===== src/rtl/vga_timing_pkg.sv =====
// Shared 640x480@60 timing constants and the lock-state type for the VGA sync decoder.
package vga_timing_pkg;

   localparam int H_ACTIVE      = 640;
   localparam int H_FRONT_PORCH = 16;
   localparam int H_SYNC_PULSE  = 96;
   localparam int H_BACK_PORCH  = 48;
   localparam int H_TOTAL       = H_ACTIVE + H_FRONT_PORCH + H_SYNC_PULSE + H_BACK_PORCH;

   localparam int V_ACTIVE      = 480;
   localparam int V_FRONT_PORCH = 10;
   localparam int V_SYNC_PULSE  = 2;
   localparam int V_BACK_PORCH  = 33;
   localparam int V_TOTAL       = V_ACTIVE + V_FRONT_PORCH + V_SYNC_PULSE + V_BACK_PORCH;

   localparam int H_SYNC_START  = H_ACTIVE + H_FRONT_PORCH;
   localparam int H_SYNC_END    = H_SYNC_START + H_SYNC_PULSE;
   localparam int V_SYNC_START  = V_ACTIVE + V_FRONT_PORCH;
   localparam int V_SYNC_END    = V_SYNC_START + V_SYNC_PULSE;

   localparam int H_CNT_W       = $clog2(H_TOTAL);
   localparam int V_CNT_W       = $clog2(V_TOTAL);

   localparam int LOCK_FRAMES   = 2;

   typedef enum logic [1:0] {
      UNLOCKED = 2'd0,
      ACQUIRE  = 2'd1,
      LOCKED   = 2'd2
   } lock_state_t;

endpackage


===== src/rtl/sync_edge_detect.sv =====
// Samples one active-low sync line on pixel strobes and flags its falling/rising edges.
module sync_edge_detect (
   input  logic clk,
   input  logic reset,
   input  logic pixel_en_i,
   input  logic sync_i,
   output logic fall_o,
   output logic rise_o
);

   logic prev_q;

   // Idle level is high, so a reset with the line high never looks like an edge.
   always_ff @(posedge clk) begin
      if (reset) begin
         prev_q <= 1'b1;
      end else if (pixel_en_i) begin
         prev_q <= sync_i;
      end
   end

   assign fall_o = pixel_en_i & prev_q & ~sync_i;
   assign rise_o = pixel_en_i & ~prev_q & sync_i;

endmodule


===== src/rtl/vga_sync_decoder.sv =====
// Recovers pixel position from incoming hSync/vSync, checks every sync edge against the
// expected timing and tracks a lock state over consecutive clean frames.
module vga_sync_decoder
   import vga_timing_pkg::*;
#(
   parameter int H_ACT  = H_ACTIVE,
   parameter int H_FP   = H_FRONT_PORCH,
   parameter int H_SP   = H_SYNC_PULSE,
   parameter int H_BP   = H_BACK_PORCH,
   parameter int V_ACT  = V_ACTIVE,
   parameter int V_FP   = V_FRONT_PORCH,
   parameter int V_SP   = V_SYNC_PULSE,
   parameter int V_BP   = V_BACK_PORCH,
   parameter int LOCK_N = LOCK_FRAMES,
   parameter int HW     = $clog2(H_ACT + H_FP + H_SP + H_BP),
   parameter int VW     = $clog2(V_ACT + V_FP + V_SP + V_BP)
) (
   input  logic          clk,
   input  logic          reset,
   input  logic          pixelEn,
   input  logic          hSync,
   input  logic          vSync,
   output logic [HW-1:0] hCount,
   output logic [VW-1:0] vCount,
   output logic          displayOn,
   output logic          locked,
   output logic          lineError,
   output logic          frameError,
   output logic          frameStart
);

   localparam logic [HW-1:0] H_LAST = HW'(H_ACT + H_FP + H_SP + H_BP - 1);
   localparam logic [HW-1:0] H_SS   = HW'(H_ACT + H_FP);
   localparam logic [HW-1:0] H_SE   = HW'(H_ACT + H_FP + H_SP);
   localparam logic [VW-1:0] V_LAST = VW'(V_ACT + V_FP + V_SP + V_BP - 1);
   localparam logic [VW-1:0] V_SS   = VW'(V_ACT + V_FP);
   localparam logic [VW-1:0] V_SE   = VW'(V_ACT + V_FP + V_SP);
   localparam int            GW     = $clog2(LOCK_N + 1);

   logic          h_fall, h_rise, v_fall, v_rise;
   logic [HW-1:0] h_cnt_q, h_cnt_d, h_pred;
   logic [VW-1:0] v_cnt_q, v_cnt_d, v_pred;
   logic          h_wrap, checking, line_err, frame_err;
   logic          line_err_q, line_err_d, frame_err_q, frame_err_d;
   logic          frame_start_q, frame_start_d, v_fall_q, v_fall_d;
   lock_state_t   state_q, state_d;
   logic [GW-1:0] good_q, good_d, good_inc;

   sync_edge_detect u_h_edge (
      .clk        (clk),
      .reset      (reset),
      .pixel_en_i (pixelEn),
      .sync_i     (hSync),
      .fall_o     (h_fall),
      .rise_o     (h_rise)
   );

   sync_edge_detect u_v_edge (
      .clk        (clk),
      .reset      (reset),
      .pixel_en_i (pixelEn),
      .sync_i     (vSync),
      .fall_o     (v_fall),
      .rise_o     (v_rise)
   );

   // Free-running prediction; sync falls override it, and mismatches against the prediction are errors.
   always_comb begin
      h_pred    = (h_cnt_q == H_LAST) ? '0 : h_cnt_q + 1'b1;
      h_wrap    = (h_pred == '0) && !h_fall;
      v_pred    = h_wrap ? ((v_cnt_q == V_LAST) ? '0 : v_cnt_q + 1'b1) : v_cnt_q;
      checking  = (state_q != UNLOCKED);
      line_err  = checking && ((h_fall != (h_pred == H_SS)) || (h_rise != (h_pred == H_SE)));
      frame_err = checking && (h_pred == '0) &&
                  ((v_fall != (v_pred == V_SS)) || (v_rise != (v_pred == V_SE)));

      h_cnt_d       = h_cnt_q;
      v_cnt_d       = v_cnt_q;
      line_err_d    = 1'b0;
      frame_err_d   = 1'b0;
      frame_start_d = 1'b0;
      v_fall_d      = 1'b0;
      if (pixelEn) begin
         h_cnt_d       = h_fall ? H_SS : h_pred;
         v_cnt_d       = v_fall ? V_SS : v_pred;
         line_err_d    = line_err;
         frame_err_d   = frame_err;
         frame_start_d = h_wrap && (v_cnt_q == V_LAST) && !v_fall;
         v_fall_d      = v_fall;
      end
   end

   always_ff @(posedge clk) begin
      if (reset) begin
         h_cnt_q       <= '0;
         v_cnt_q       <= '0;
         line_err_q    <= 1'b0;
         frame_err_q   <= 1'b0;
         frame_start_q <= 1'b0;
         v_fall_q      <= 1'b0;
         state_q       <= UNLOCKED;
         good_q        <= '0;
      end else begin
         h_cnt_q       <= h_cnt_d;
         v_cnt_q       <= v_cnt_d;
         line_err_q    <= line_err_d;
         frame_err_q   <= frame_err_d;
         frame_start_q <= frame_start_d;
         v_fall_q      <= v_fall_d;
         state_q       <= state_d;
         good_q        <= good_d;
      end
   end

   // The FSM reacts to the registered pulses, so lock changes one clock after the offending pixel.
   always_comb begin
      state_d  = state_q;
      good_d   = good_q;
      good_inc = good_q + 1'b1;
      case (state_q)
         UNLOCKED: begin
            if (v_fall_q) begin
               state_d = ACQUIRE;
               good_d  = '0;
            end
         end
         ACQUIRE: begin
            if (line_err_q || frame_err_q) begin
               state_d = UNLOCKED;
            end else if (v_fall_q) begin
               good_d = good_inc;
               if (good_inc >= GW'(LOCK_N)) begin
                  state_d = LOCKED;
               end
            end
         end
         LOCKED: begin
            if (line_err_q || frame_err_q) begin
               state_d = UNLOCKED;
            end
         end
         default: state_d = UNLOCKED;
      endcase
   end

   always_comb begin
      locked     = (state_q == LOCKED);
      displayOn  = locked && (h_cnt_q < HW'(H_ACT)) && (v_cnt_q < VW'(V_ACT));
      hCount     = h_cnt_q;
      vCount     = v_cnt_q;
      lineError  = line_err_q;
      frameError = frame_err_q;
      frameStart = frame_start_q;
   end

endmodule


===== config.mk =====
export PLATFORM = sky130hd
export DESIGN_NAME = vga_sync_decoder
export DESIGN_NICKNAME = d
export VERILOG_FILES = /design/src/rtl/vga_timing_pkg.sv /design/src/rtl/sync_edge_detect.sv /design/src/rtl/vga_sync_decoder.sv
export SDC_FILE = /design/constraint.sdc
export NUM_CORES = 1
export LEC_CHECK = 0
export CORE_AREA = 2 2 95 51
export DETAILED_ROUTE_END_ITERATION = 12
export DIE_AREA = 0 0 97 53
export GPL_ROUTABILITY_DRIVEN = 1
export PLACE_DENSITY = 0.76
export SLEW_MARGIN = 20
export SYNTH_ARGS = -nofsm -noshare
export SYNTH_HDL_FRONTEND = slang
export SYNTH_HIERARCHICAL = 1
export SYNTH_SLANG_ARGS = --single-unit

===== constraint.sdc =====
create_clock -name clk -period 3 [get_ports clk]
set_clock_uncertainty 0.05 [all_clocks]
set_input_delay 0.9 -clock clk [delete_from_list [all_inputs] [get_ports clk]]
set_output_delay 0.9 -clock clk [all_outputs]
set_load 0.005 [all_outputs]

==> results by group <==
STA
  – Count of final max-slew check failures: 0
  – Slew headroom: 59.9%
  – Final period util: 97.8%
  – Fmax: 341 MHz
  – Number of setup violations in the final report: 0
  – Worst slew pin tran: 593 ps
  – Fin crit period: 2940 ps
  – Setup WS post-layout: 64.5 ps
  – Final hold vios: 0

Yosys
  – Syn Std Cell Area: 2070 um^2
  – Warnings, synthesis: 6
  – Seq/Total Area, Yosys: 29.0%
  – Number of enable flip-flop cells after synthesis: 0
  – Syn nets: 278
  – Post-synth ARST share: 0%
  – Number of library cell types mapped by synthesis: 53
  – Top FF cell, synth: dfxtp_1
  – Synthesized flop and latch total: 30
  – Syn_area_per_cell: 7.71 um^2
  – Mapped Cells: 269

Setup path
  – Setup crit start: vCount[7]$_SDFFE_PP0P_
  – Reg2reg path depth: 10
  – Critical Path Sink Type: output port
  – R2R Setup Slk: 150 ps
  – Reg2Reg Capture Point: frameError$_SDFF_PP0_
  – FF-to-FF Start: hCount[7]$_SDFFE_PP0P_
  – Startpoint Class: register
  – Critical Path AT: 1990 ps
  – CP Max Fanout: 6
  – Setup CP Type: reg2out
  – CP required: 2050 ps
  – End of the critical path: displayOn

Floorplanning
  – Die Wd: 97 um
  – Initial core utilization: 48.5%
  – I/O Pins: 30
  – Die Ht: 53 um
  – Die ar.: 5140 um^2
  – Core Area: 4280 um^2
  – Row count: 17

CTS
  – Setup bufs post-CTS: 0
  – Insertion delay to the later sink of the worst-skew pair: 290 ps
  – Worst-path clk slew: 70 ps
  – CTS buffer count: 5
  – # hold bufs at CTS: 0
  – CTS tree: yes
  – H-tree Lvls: 2
  – Longest Clk Path Bufs: 2
  – Clock sinks: 30
  – Root Buffer: clkbuf_8

Hold path
  – Hold Crit Class: reg2reg

Layout
  – Antenna diode count: 0
  – Finished Layout Cells: 368
  – Layout cells sized above 1: 15.8%
  – Final net count: 319
  – Fillers: 380
  – Synthesis-to-layout area growth: 28.1%

Routing
  – ANT nets after route: 0
  – Drc violations: 0
  – Vias per inst: 5.90
  – Drt pass-1 iters: 5
  – DRT Wirelength: 5800 um
  – Vias: 2171
  – Drt wl/cell: 15.8 um
  – DRT iter0 DRCs: 213

Global routing
  – Largest net degree at the start of global routing: 29
  – Total GRT Usage: 23.3%
  – First-pass GRT wire length: 9360 um
  – GRT Residual Overflow: 0
  – Vias in the first global route: 1932
  – Antenna violations before repair: 0

Placement
  – Dpl cells: 360
  – Port bufs: 29
  – Post-DP HPWL: 4320 um
  – Gpl congestion: 0.938
  – Pre-CTS WS: -68.6 ps

Power and ir drop
  – Pwr dens: 405 nW/um^2
  – Total leakage power: 0.00103 uW
  – Maximum VDD drop: 0.308 mV

Run status
  – Status: finished clean

Run
  – Max-cap violations: 0
## placed cells by master (no fill, tap or decap), types with 3 or more instances in the layout
cell	synthesis	final
nor3_1	13	12
buf_4	0	22
a311oi_1	6	6
xnor2_1	5	5
a21o_1	3	3
and2_1	4	4
nor2_1	34	34
nand4_1	5	5
a22oi_1	4	4
nor4_1	6	6
o21ai_0	11	11
nor2b_1	5	5
and3_1	5	5
nor3b_1	3	3
xor2_1	3	3
ha_1	4	4
clkdlybuf4s50_1	0	29
a31oi_1	6	6
clkbuf_8	0	6
and4_1	3	3
nand2_1	23	23
a21oi_1	21	21
nand2b_1	8	8
nand3_1	5	5
dfxtp_1	30	30
a31o_2	3	3
inv_1	8	8
## per-layer routing
| layer | part of all wire [%] | vias to the layer above | global-route usage, % | routed length [um] |
|---|---|---|---|---|
| li1 | - | 1058 | - | - |
| met1 | 51 | 994 | 35.5 | 2980 |
| met2 | 38 | 110 | 31.5 | 2210 |
| met3 | 9.9 | 9 | 6.74 | 572 |
| met4 | 0.66 | 0 | 4.93 | 38 |
| met5 | 0 | - | 0 | 0 |
## registers in the layout, summed over array words and instances, names as in the netlist
register         cells
state_q              2
hCount              10
u_h_edge/prev_q      1
frameError           1
u_v_edge/prev_q      1
vCount              10
lineError            1
v_fall_q             1
good_q               2
frameStart           1
## synthesized netlist by cell type, drive strengths merged, types with 4 or more instances
| cell type | count | area share [%] |
|---|---|---|
| a21oi | 21 | 5.1 |
| and2 | 4 | 1.2 |
| a31oi | 7 | 2.4 |
| a22oi | 4 | 1.4 |
| buf | 7 | 2.9 |
| o21ai | 11 | 2.7 |
| nand3 | 5 | 1.2 |
| and3 | 7 | 2.2 |
| nand2 | 23 | 4.2 |
| xnor2 | 5 | 2.1 |
| clkbuf | 10 | 1.8 |
| dfxtp | 30 | 29 |
| inv | 8 | 1.4 |
| nand2b | 8 | 2.4 |
| a311oi | 6 | 2.5 |
| nor4 | 6 | 1.8 |
| nor2b | 5 | 1.5 |
| nor2 | 34 | 6.2 |
| ha | 4 | 2.4 |
| nand4 | 5 | 1.5 |
| nor3 | 14 | 3.9 |
## per-stage QoR
stage / hold WS (ps) / area [um^2] / TNS (ps) / util, % / total power, uW
3_3_place_gp: 427 / 2500 / 0 / 58.5 / 565
4_1_cts: 448 / 2650 / 0 / 61.9 / 1080
3_5_place_dp: 439 / 2500 / -68.6 / 58.5 / 565
6_report: 444 / 2660 / 0 / 62.1 / 1080
2_1_floorplan: 403 / 2070 / 0 / - / 509
5_1_grt: 470 / 2660 / -35.7 / 62.1 / 1110
## worst max-delay path, cell delays in order (launching register included)
cell,delay [ps]
dfxtp_1,360
and3_1,230
and2_1,230
nor4bb_2,330
clkdlybuf4s50_1,560
## worst min path at each step
stage	start	to	slack, ps	cells past startpoint
final	frameError$_SDFF_PP0_	state_q[1]$_SDFFE_PP0P_	440	1
after global routing	state_q[1]$_SDFFE_PP0P_	state_q[0]$_SDFFE_PP0P_	470	1
after CTS	frameError$_SDFF_PP0_	state_q[1]$_SDFFE_PP0P_	450	1
after detailed placement	frameError$_SDFF_PP0_	state_q[1]$_SDFFE_PP0P_	440	1
after global placement	state_q[1]$_SDFFE_PP0P_	state_q[0]$_SDFFE_PP0P_	430	1
after floorplan	state_q[1]$_SDFFE_PP0P_	state_q[0]$_SDFFE_PP0P_	400	1
## final cells by class
| cell class | count | area (um^2) | share of cell area [%] |
|---|---|---|---|
| clock buffer | 6 | 82.6 | 3.11 |
| clock inverter | 2 | 60.1 | 2.26 |
| inverter | 8 | 30.0 | 1.13 |
| multi-input combinational | 214 | 1360 | 51.1 |
| sequential | 30 | 601 | 22.6 |
| tap | 57 | 71.3 | 2.68 |
| timing repair buffer | 51 | 455 | 17.1 |
## logic make-up after synthesis
| group | Yosys count | synth area share, % |
|---|---|---|
| muxes | 4 | 2.23 |
| adders and majority gates | 4 | 2.41 |
| AOI/OAI and AO/OA | 67 | 21.5 |
| DFF | 30 | 29.0 |
| and+or+nand+nor | 131 | 35.4 |
| buffers and inverters | 25 | 6.16 |
| xor gates and xnor gates | 8 | 3.38 |
## power by group
part	switching, uW	total, uW	internal (uW)
clock	161	515	354
combinational	68.8	135	66.1
sequential	15.0	425	410
total	245	1080	830
## timing repair
| item | in CTS | in global routing |
|---|---|---|
| hold endpoints to repair | 0 | 0 |
| gates resized for setup | 0 | 2 |
| setup endpoints to repair | 0 | 2 |
No activity file was read; power rests on OpenSTA's default activity.
